**config.mk**
```make
export PLATFORM = sky130hd
export DESIGN_NAME = aes_round_sequencer_flat
export DESIGN_NICKNAME = d
export VERILOG_FILES = /design/src/rtl/aes_round_sequencer_pkg.sv /design/src/rtl/aes_round_sequencer_if.sv /design/src/rtl/aes_round_sequencer_counter.sv /design/src/rtl/aes_round_sequencer.sv /design/src/flat_wrapper.sv
export SDC_FILE = /design/constraint.sdc
export NUM_CORES = 1
export LEC_CHECK = 0
export ABC_AREA = 1
export BUFFER_PORTS_ARGS = -buffer_cell sky130_fd_sc_hd__clkbuf_2
export CAP_MARGIN = 40
export CORE_MARGIN = 4
export CORE_UTILIZATION = 30
export CTS_CLUSTER_DIAMETER = 80
export DETAILED_ROUTE_END_ITERATION = 7
export GPL_TIMING_DRIVEN = 0
export MAX_ROUTING_LAYER = met4
export PLACE_DENSITY = 0.46
export SETUP_SLACK_MARGIN = 0.1
export SYNTH_ARGS = -nofsm -noshare
export SYNTH_HDL_FRONTEND = slang
export SYNTH_SLANG_ARGS = --single-unit
```
**constraint.sdc**
```tcl
create_clock -name clk -period 4.3 [get_ports clk]
set_clock_uncertainty 0.15 [all_clocks]
set_input_delay 0.215 -clock clk [delete_from_list [all_inputs] [get_ports clk]]
set_output_delay 0.215 -clock clk [all_outputs]
set_load 0.1 [all_outputs]
```
**src/rtl/aes_round_sequencer_pkg.sv**
```systemverilog
// -----------------------------------------------------------------------------
// aes_ctrl_pkg
// Shared types and constants for the iterative AES round sequencer.
//   state_t   : sequencer FSM states
//   key_len_t : host key-length encoding (00=128, 01=192, 10=256, 11=reserved)
//   nr_of()   : number of rounds Nr for a key length
// -----------------------------------------------------------------------------
package aes_ctrl_pkg;

    typedef enum logic [2:0] {
        IDLE  = 3'd0,
        LOAD  = 3'd1,
        ROUND = 3'd2,
        FINAL = 3'd3,
        DONE  = 3'd4
    } state_t;

    typedef enum logic [1:0] {
        KL_128  = 2'b00,
        KL_192  = 2'b01,
        KL_256  = 2'b10,
        KL_RSVD = 2'b11
    } key_len_t;

    localparam int         NR_MAX     = 14;
    localparam logic [1:0] KL_ILLEGAL = 2'b11;

    // The reserved encoding never reaches this function through an accepted
    // start; it maps to NR_MAX so the result is always a legal round count.
    function automatic int unsigned nr_of(input key_len_t kl);
        case (kl)
            KL_128:  return 10;
            KL_192:  return 12;
            default: return 14;
        endcase
    endfunction

endpackage

```
**src/rtl/aes_round_sequencer_if.sv**
```systemverilog
// -----------------------------------------------------------------------------
// aes_round_sequencer_if
// Host-side handshake bundle of the AES round sequencer.
//   start_valid / start_ready : block start handshake (key_len sampled at accept)
//   key_len                   : key length code for the next block
//   abort                     : synchronous abort request
//   out_valid / out_ready     : result handshake
//   err                       : one-cycle pulse after an illegal key_len start
// Modports: master = host side, slave = sequencer side.
// -----------------------------------------------------------------------------
interface aes_round_sequencer_if;

    logic       start_valid;
    logic       start_ready;
    logic [1:0] key_len;
    logic       abort;
    logic       out_valid;
    logic       out_ready;
    logic       err;

    modport master (
        output start_valid, key_len, abort, out_ready,
        input  start_ready, out_valid, err
    );

    modport slave (
        input  start_valid, key_len, abort, out_ready,
        output start_ready, out_valid, err
    );

endinterface

```
**src/rtl/aes_round_sequencer_counter.sv**
```systemverilog
// -----------------------------------------------------------------------------
// aes_round_counter
// Intra-round cycle counter plus round index counter.
// Ports:
//   clk, reset_n    : clock, async active-low reset
//   clear           : return both counters to zero (highest priority)
//   load            : start of round 1 (round_idx <= 1, cycle counter <= 0)
//   advance         : count cycles inside a round window
//   nr              : number of rounds of the current block
//   round_idx       : current round number, saturates at nr
//   round_last_cyc  : cycle counter is in the last cycle of the round window
//   is_final        : round_idx has reached nr
// -----------------------------------------------------------------------------
module aes_round_counter #(
    parameter int CYC_PER_ROUND = 1,
    parameter int ROUND_W       = 4,
    parameter int CYC_W         = 3
) (
    input  logic               clk,
    input  logic               reset_n,
    input  logic               clear,
    input  logic               load,
    input  logic               advance,
    input  logic [ROUND_W-1:0] nr,
    output logic [ROUND_W-1:0] round_idx,
    output logic               round_last_cyc,
    output logic               is_final
);

    localparam logic [CYC_W-1:0] CYC_LAST = CYC_W'(CYC_PER_ROUND - 1);

    logic [CYC_W-1:0] cyc_cnt;

    assign round_last_cyc = (cyc_cnt == CYC_LAST);
    assign is_final       = (round_idx == nr);

    always_ff @(posedge clk or negedge reset_n) begin
        if (!reset_n) begin
            cyc_cnt   <= '0;
            round_idx <= '0;
        end else if (clear) begin
            cyc_cnt   <= '0;
            round_idx <= '0;
        end else if (load) begin
            cyc_cnt   <= '0;
            round_idx <= ROUND_W'(1);
        end else if (advance) begin
            if (round_last_cyc) begin
                cyc_cnt <= '0;
                // Hold at Nr: the final round's closing edge must not wrap.
                if (!is_final) begin
                    round_idx <= round_idx + ROUND_W'(1);
                end
            end else begin
                cyc_cnt <= cyc_cnt + CYC_W'(1);
            end
        end
    end

endmodule

```
**src/rtl/aes_round_sequencer.sv**
```systemverilog
// -----------------------------------------------------------------------------
// aes_round_sequencer
// Control FSM for the iterative AES datapath (AES-128/192/256, Nr=10/12/14).
// Sequences plaintext load, Nr round updates and ciphertext capture, with
// CYC_PER_ROUND clock cycles per round; strobes fire in the last cycle of
// each round window.
// Ports:
//   clk, reset_n  : clock, async active-low reset
//   bus (slave)   : start/result handshakes, key_len, abort, err
//   aes_in_en     : load plaintext + initial AddRoundKey (round 0)
//   round_en      : datapath round update strobe
//   key_exp_en    : key expander advance strobe
//   final_round   : current round is Nr (no MixColumns)
//   aes_out_en    : capture ciphertext
//   round_idx     : current round number 0..Nr
//   busy          : sequencer not idle
// -----------------------------------------------------------------------------
module aes_round_sequencer
    import aes_ctrl_pkg::*;
#(
    parameter int CYC_PER_ROUND = 1,
    parameter int ROUND_W       = 4,
    parameter int CYC_W         = 3
) (
    input  logic                clk,
    input  logic                reset_n,
    aes_round_sequencer_if.slave bus,
    output logic                aes_in_en,
    output logic                round_en,
    output logic                key_exp_en,
    output logic                final_round,
    output logic                aes_out_en,
    output logic [ROUND_W-1:0]  round_idx,
    output logic                busy
);

    state_t             state;
    state_t             state_nxt;
    logic [ROUND_W-1:0] nr_q;
    logic               err_q;
    logic               accept;
    logic               key_bad;
    logic               round_last_cyc;
    logic               is_final;
    logic               last_mid_round;
    logic               cnt_clear;
    logic               cnt_load;
    logic               cnt_adv;
    logic               out_valid_c;

    // abort in IDLE suppresses the accept (and therefore any err pulse).
    assign accept  = bus.start_valid && (state == IDLE) && !bus.abort;
    assign key_bad = (bus.key_len == KL_ILLEGAL);

    // Round Nr-1 closing: the counter steps round_idx to Nr on this same edge.
    assign last_mid_round = round_last_cyc && (round_idx == nr_q - ROUND_W'(1));

    assign cnt_clear = (state_nxt == IDLE);
    assign cnt_load  = (state == LOAD);
    assign cnt_adv   = (state == ROUND) || (state == FINAL);

    aes_round_counter #(
        .CYC_PER_ROUND (CYC_PER_ROUND),
        .ROUND_W       (ROUND_W),
        .CYC_W         (CYC_W)
    ) u_cnt (
        .clk            (clk),
        .reset_n        (reset_n),
        .clear          (cnt_clear),
        .load           (cnt_load),
        .advance        (cnt_adv),
        .nr             (nr_q),
        .round_idx      (round_idx),
        .round_last_cyc (round_last_cyc),
        .is_final       (is_final)
    );

    always_ff @(posedge clk or negedge reset_n) begin
        if (!reset_n) begin
            state <= IDLE;
        end else begin
            state <= state_nxt;
        end
    end

    // Nr is latched only on a legal accept, so later key_len changes are inert.
    always_ff @(posedge clk or negedge reset_n) begin
        if (!reset_n) begin
            nr_q  <= ROUND_W'(NR_MAX);
            err_q <= 1'b0;
        end else begin
            err_q <= accept && key_bad;
            if (accept && !key_bad) begin
                nr_q <= ROUND_W'(nr_of(key_len_t'(bus.key_len)));
            end
        end
    end

    always_comb begin
        state_nxt = state;
        case (state)
            IDLE:    if (accept && !key_bad) state_nxt = LOAD;
            LOAD:    state_nxt = ROUND;
            ROUND:   if (last_mid_round) state_nxt = FINAL;
            FINAL:   if (round_last_cyc) state_nxt = DONE;
            DONE:    if (bus.out_ready) state_nxt = IDLE;
            default: state_nxt = IDLE;
        endcase
        if (bus.abort) begin
            state_nxt = IDLE;
        end
    end

    always_comb begin
        aes_in_en   = 1'b0;
        round_en    = 1'b0;
        key_exp_en  = 1'b0;
        final_round = 1'b0;
        aes_out_en  = 1'b0;
        out_valid_c = 1'b0;
        case (state)
            LOAD: begin
                aes_in_en  = 1'b1;
                key_exp_en = 1'b1;
            end
            ROUND: begin
                round_en   = round_last_cyc;
                key_exp_en = round_last_cyc;
            end
            FINAL: begin
                final_round = is_final;
                round_en    = round_last_cyc;
                aes_out_en  = round_last_cyc;
            end
            DONE:    out_valid_c = 1'b1;
            default: ;
        endcase
        // An aborted cycle must not disturb the datapath.
        if (bus.abort) begin
            aes_in_en  = 1'b0;
            round_en   = 1'b0;
            key_exp_en = 1'b0;
            aes_out_en = 1'b0;
        end
    end

    assign busy            = (state != IDLE);
    assign bus.start_ready = (state == IDLE);
    assign bus.out_valid   = out_valid_c;
    assign bus.err         = err_q;

endmodule
```
**src/flat_wrapper.sv**
```systemverilog
// flat-port wrapper written by rule: the top's interface ports become plain ports
module aes_round_sequencer_flat import aes_ctrl_pkg::*;
#(
    parameter int CYC_PER_ROUND = 1,
    parameter int ROUND_W       = 4,
    parameter int CYC_W         = 3
)
  (clk, reset_n, aes_in_en, round_en, key_exp_en, final_round, aes_out_en, round_idx, busy, bus_start_valid, bus_key_len, bus_abort, bus_out_ready, bus_start_ready, bus_out_valid, bus_err);
  aes_round_sequencer_if bus_i ();
  input  logic clk;
  input  logic reset_n;
  output logic aes_in_en;
  output logic round_en;
  output logic key_exp_en;
  output logic final_round;
  output logic aes_out_en;
  output logic [ROUND_W-1:0] round_idx;
  output logic busy;
  input wire logic [$bits(bus_i.start_valid)-1:0] bus_start_valid;
  input wire logic [$bits(bus_i.key_len)-1:0] bus_key_len;
  input wire logic [$bits(bus_i.abort)-1:0] bus_abort;
  input wire logic [$bits(bus_i.out_ready)-1:0] bus_out_ready;
  output wire logic [$bits(bus_i.start_ready)-1:0] bus_start_ready;
  output wire logic [$bits(bus_i.out_valid)-1:0] bus_out_valid;
  output wire logic [$bits(bus_i.err)-1:0] bus_err;
  assign bus_i.start_valid = bus_start_valid;
  assign bus_i.key_len = bus_key_len;
  assign bus_i.abort = bus_abort;
  assign bus_i.out_ready = bus_out_ready;
  assign bus_start_ready = bus_i.start_ready;
  assign bus_out_valid = bus_i.out_valid;
  assign bus_err = bus_i.err;
  aes_round_sequencer #(.CYC_PER_ROUND(CYC_PER_ROUND), .ROUND_W(ROUND_W), .CYC_W(CYC_W)) u_core (.clk(clk), .reset_n(reset_n), .bus(bus_i), .aes_in_en(aes_in_en), .round_en(round_en), .key_exp_en(key_exp_en), .final_round(final_round), .aes_out_en(aes_out_en), .round_idx(round_idx), .busy(busy));
endmodule
```
==> impl_results.md <==
- CP Cell Sequence: inv_2 -> nor2_1 -> nor3_1 -> nand3_1 -> nor3_1 -> clkbuf_2
- Max Buffers Root-to-Sink: 2
- Worst slew pin tran: 0.543 ns
- FF+latch count, synth: 13
- Placed Area: 1090 sq um
- Top-area cell type share of the netlist area: 29.3%
- Non-Filler Instances: roughly 200
- Crit path time final: approximately 2.3 ns
- Critical R2R Launch: u_core.nr_q[1]
- Yosys warning count: 0
- H-tree Lvls: 1
- CP Capture Type: primary output
- Final Total Pwr: approximately 0.28 mW
- Clock share of power: around 28%
- Final period utilization: 54.1%
- CTS tree: done
- Internal power: 0.183 mW
- Crit-path max FO: 6
- Post-Syn Area per Cell: slightly above 7 sq um
- First-pass DRT Iterations: 4
- Share of the yosys chip area belonging to registers: around a third
- Antenna violations before repair: 0
- R2R Setup Slk: roughly 2.4 ns
- Reg2reg path depth: 11
- Ys flop type: dfrtp_1
- FFs w/ async S/R, synth: 100%
- EDFF count, synth: 0
- Initial Util: 31.1%
- Largest cells by area after synthesis: dfrtp_1 (29%), nand2_1 (10%), nand3_1 (6.9%)
- R2r endpoint: u_core.u_cnt.round_idx[2]
- Max-slew headroom: 64.0%
- Fin util: a little under two fifths
- Setup WS pre-CTS: about 2.3 ns
- GR Util All Layers: between 10% and 20%
- Arrival time worst endpoint: between 1.5 and 2 ns
- Sw Pwr: between 0.1 and 0.15 mW
- Worst EP required: 3.93 ns
- IO Port Bufs: 18
- Pwr per Cell Area: approximately 250 nW/um^2
- Max VDD drop: between 0.00015 and 0.0002 V
- Pin count of the biggest net entering global routing: 14
- Final worst slack: about 2.0 ns
- Max Slew Vio Count: 0
- I/O pins: 20
- RSZ-0062 raised after global routing: no
- Min-delay worst type: input pin to register
- Share of layout cells above drive strength 1: approximately 34%
- Hold path endpoint: u_core.nr_q[2]
- Switching Share: a little over a third
- CP Launch Type: register
- Chip Width: ~64 um
- Die span in y: between 60 and 70 um
- Diode count: 0
- Critical Path Max Stage Delay: 0.50 ns
- Vias: between 800 and 900
- Worst Hold Path Cells: 3
- Status: completed
- Logic pwr share: between 20% and 30%
- Final setup violation count: 0
- Synthesized area: 941 sq um
- Share of power burned in registers: between 40% and 50%
- Crit-path most repeated cell: nor3_1
- Lkg Pwr: ~0.59 nW
- Routability cong.: around 0.86
- Max-capacitance violation count: 0
- Cells after synthesis: 130
- Die ar.: 4100 sq um
- # fillers: roughly 340
- Hold Fails Final Rpt: 0
- Clk slew on worst S/H paths: 0.08 ns
- Clk sinks: 13
- Syn_nets: between 100 and 150
- WL/cell: 10.8 um
- GRT overflow: 0
- Worst path slowest cell: clkbuf_2
- Max Fclk: around 430 MHz
- Total core area: slightly above 3000 sq um
- Yosys top cell by area: dfrtp_1
- Vias/cell: between 4 and 5
- Final Cell Area: between 1000 and 1500 sq um
- Worst-Skew Late Latency: 0.28 ns
- Cell Rows: 20
- Cts bufs inserted: 3
- Setup bufs post-CTS: 0
- Worst hold start: bus_key_len[1]
- Final WL: ~2.1 mm
- Synth-to-Final Area Change: 20.3%
- Vias in the first global route: 895
- HPWL after detailed placement: about 1.7 mm
- First-pass GRT wire length: 4.06 mm
- Drt first-iter violations: 18
- CTS root buf: clkbuf_4
- Number of placed cells counting well taps: ~190
- Layout Nets: 166
- Routed Antenna Nets: 0
- Yosys cell types: 23
- DR DRC count: 0
- Crit path kind: register to primary output
- Worst hold slack: 0.0219 ns
- Setup TNS: 0 ns
-- routing by layer --
metal	vias up	share of wire, %	global-route usage (%)
li1	454	-	-
met1	391	48	15.8
met2	13	47	20.5
met3	2	3.9	3.16
met4	0	0.89	2.96
met5	-	0	-
-- cell usage after synthesis, types with 2 or more instances --
master / number
a21oi_1: 3
nand3_2: 2
dfstp_2: 2
o21ai_0: 2
inv_1: 16
nand2_4: 3
nor3_1: 6
nand3_1: 13
nand2_1: 25
nand4_1: 2
ha_1: 4
nand2_2: 3
dfrtp_1: 11
nor2_1: 13
o21ai_2: 2
inv_2: 9
nor2_2: 8
-- worst max path at each step --
stage,cells after the start,to,start,slack (ns)
detailed placement,6,final_round,u_core.u_cnt.round_idx[2],2.26
global placement,6,final_round,u_core.u_cnt.round_idx[2],2.25
floorplan,4,final_round,u_core.u_cnt.round_idx[3],0.41
global route,6,final_round,u_core.u_cnt.round_idx[2],1.76
CTS,6,final_round,u_core.u_cnt.round_idx[2],1.94
finish,6,final_round,u_core.u_cnt.round_idx[2],1.97
-- worst max-delay path: cells and delay by family (launching register included) --
kind | cells | cell delay, ns
buffers and inverters | 2 | 0.60
DFF | 1 | 0.45
and+or+nand+nor | 4 | 0.64
-- area by class of cell --
cell class | count | area [sq um] | area share, %
Buffer | 1 | 11.3 | 0.994
Clock buffer | 4 | 26.3 | 2.32
Inverter | 25 | 93.8 | 8.29
Multi-Input combinational cell | 91 | 508 | 44.9
Sequential cell | 13 | 328 | 29.0
Tap cell | 44 | 55.1 | 4.86
Timing Repair Buffer | 20 | 110 | 9.72
-- registers in the layout, indices dropped and copies added (netlist names) --
register and count:
u_core.u_cnt.round_idx 4, u_core.state 3, u_core.bus.err 1, u_core.u_cnt.cyc_cnt 3, u_core.nr_q 2
-- cell families after synthesis --
family / Yosys count / share of synthesized area [%]
and+or+nand+nor: 78 / 42.3
buffers and inverters: 26 / 11.2
DFF: 13 / 34.8
AOI/OAI and AO/OA: 7 / 4.52
adders and majority gates: 4 / 5.32
xor gates and xnor gates: 2 / 1.86
-- timing repair --
action,in CTS,in global routing
hold endpoints to repair,16,0
resized for setup,0,0
hold buffers,2,0
-- power groups by stage --
stage               clock network (mW)  registers, mW  logic (mW)
finish                          0.0789          0.133      0.0724
global route                    0.0894          0.135      0.0812
CTS                             0.0837          0.134      0.0733
detailed placement                   0          0.136      0.0716
global placement                     0          0.136      0.0709
floorplan                            0          0.138      0.0535
-- placed cells by master (no fill, tap or decap), drive strengths merged --
| master | n |
|---|---|
| nor4 | 1 |
| xor2 | 1 |
| inv | 25 |
| nand4 | 2 |
| nand3b | 1 |
| dlygate4sd3 | 2 |
| nand2 | 31 |
| nor2 | 22 |
| buf | 1 |
| a21oi | 3 |
| nor3 | 6 |
| xnor2 | 1 |
| dfstp | 2 |
| nand3 | 15 |
| clkbuf | 22 |
| ha | 4 |
| dfrtp | 11 |
| o21ai | 4 |
Note: power is estimated with default switching activity, not from simulation.
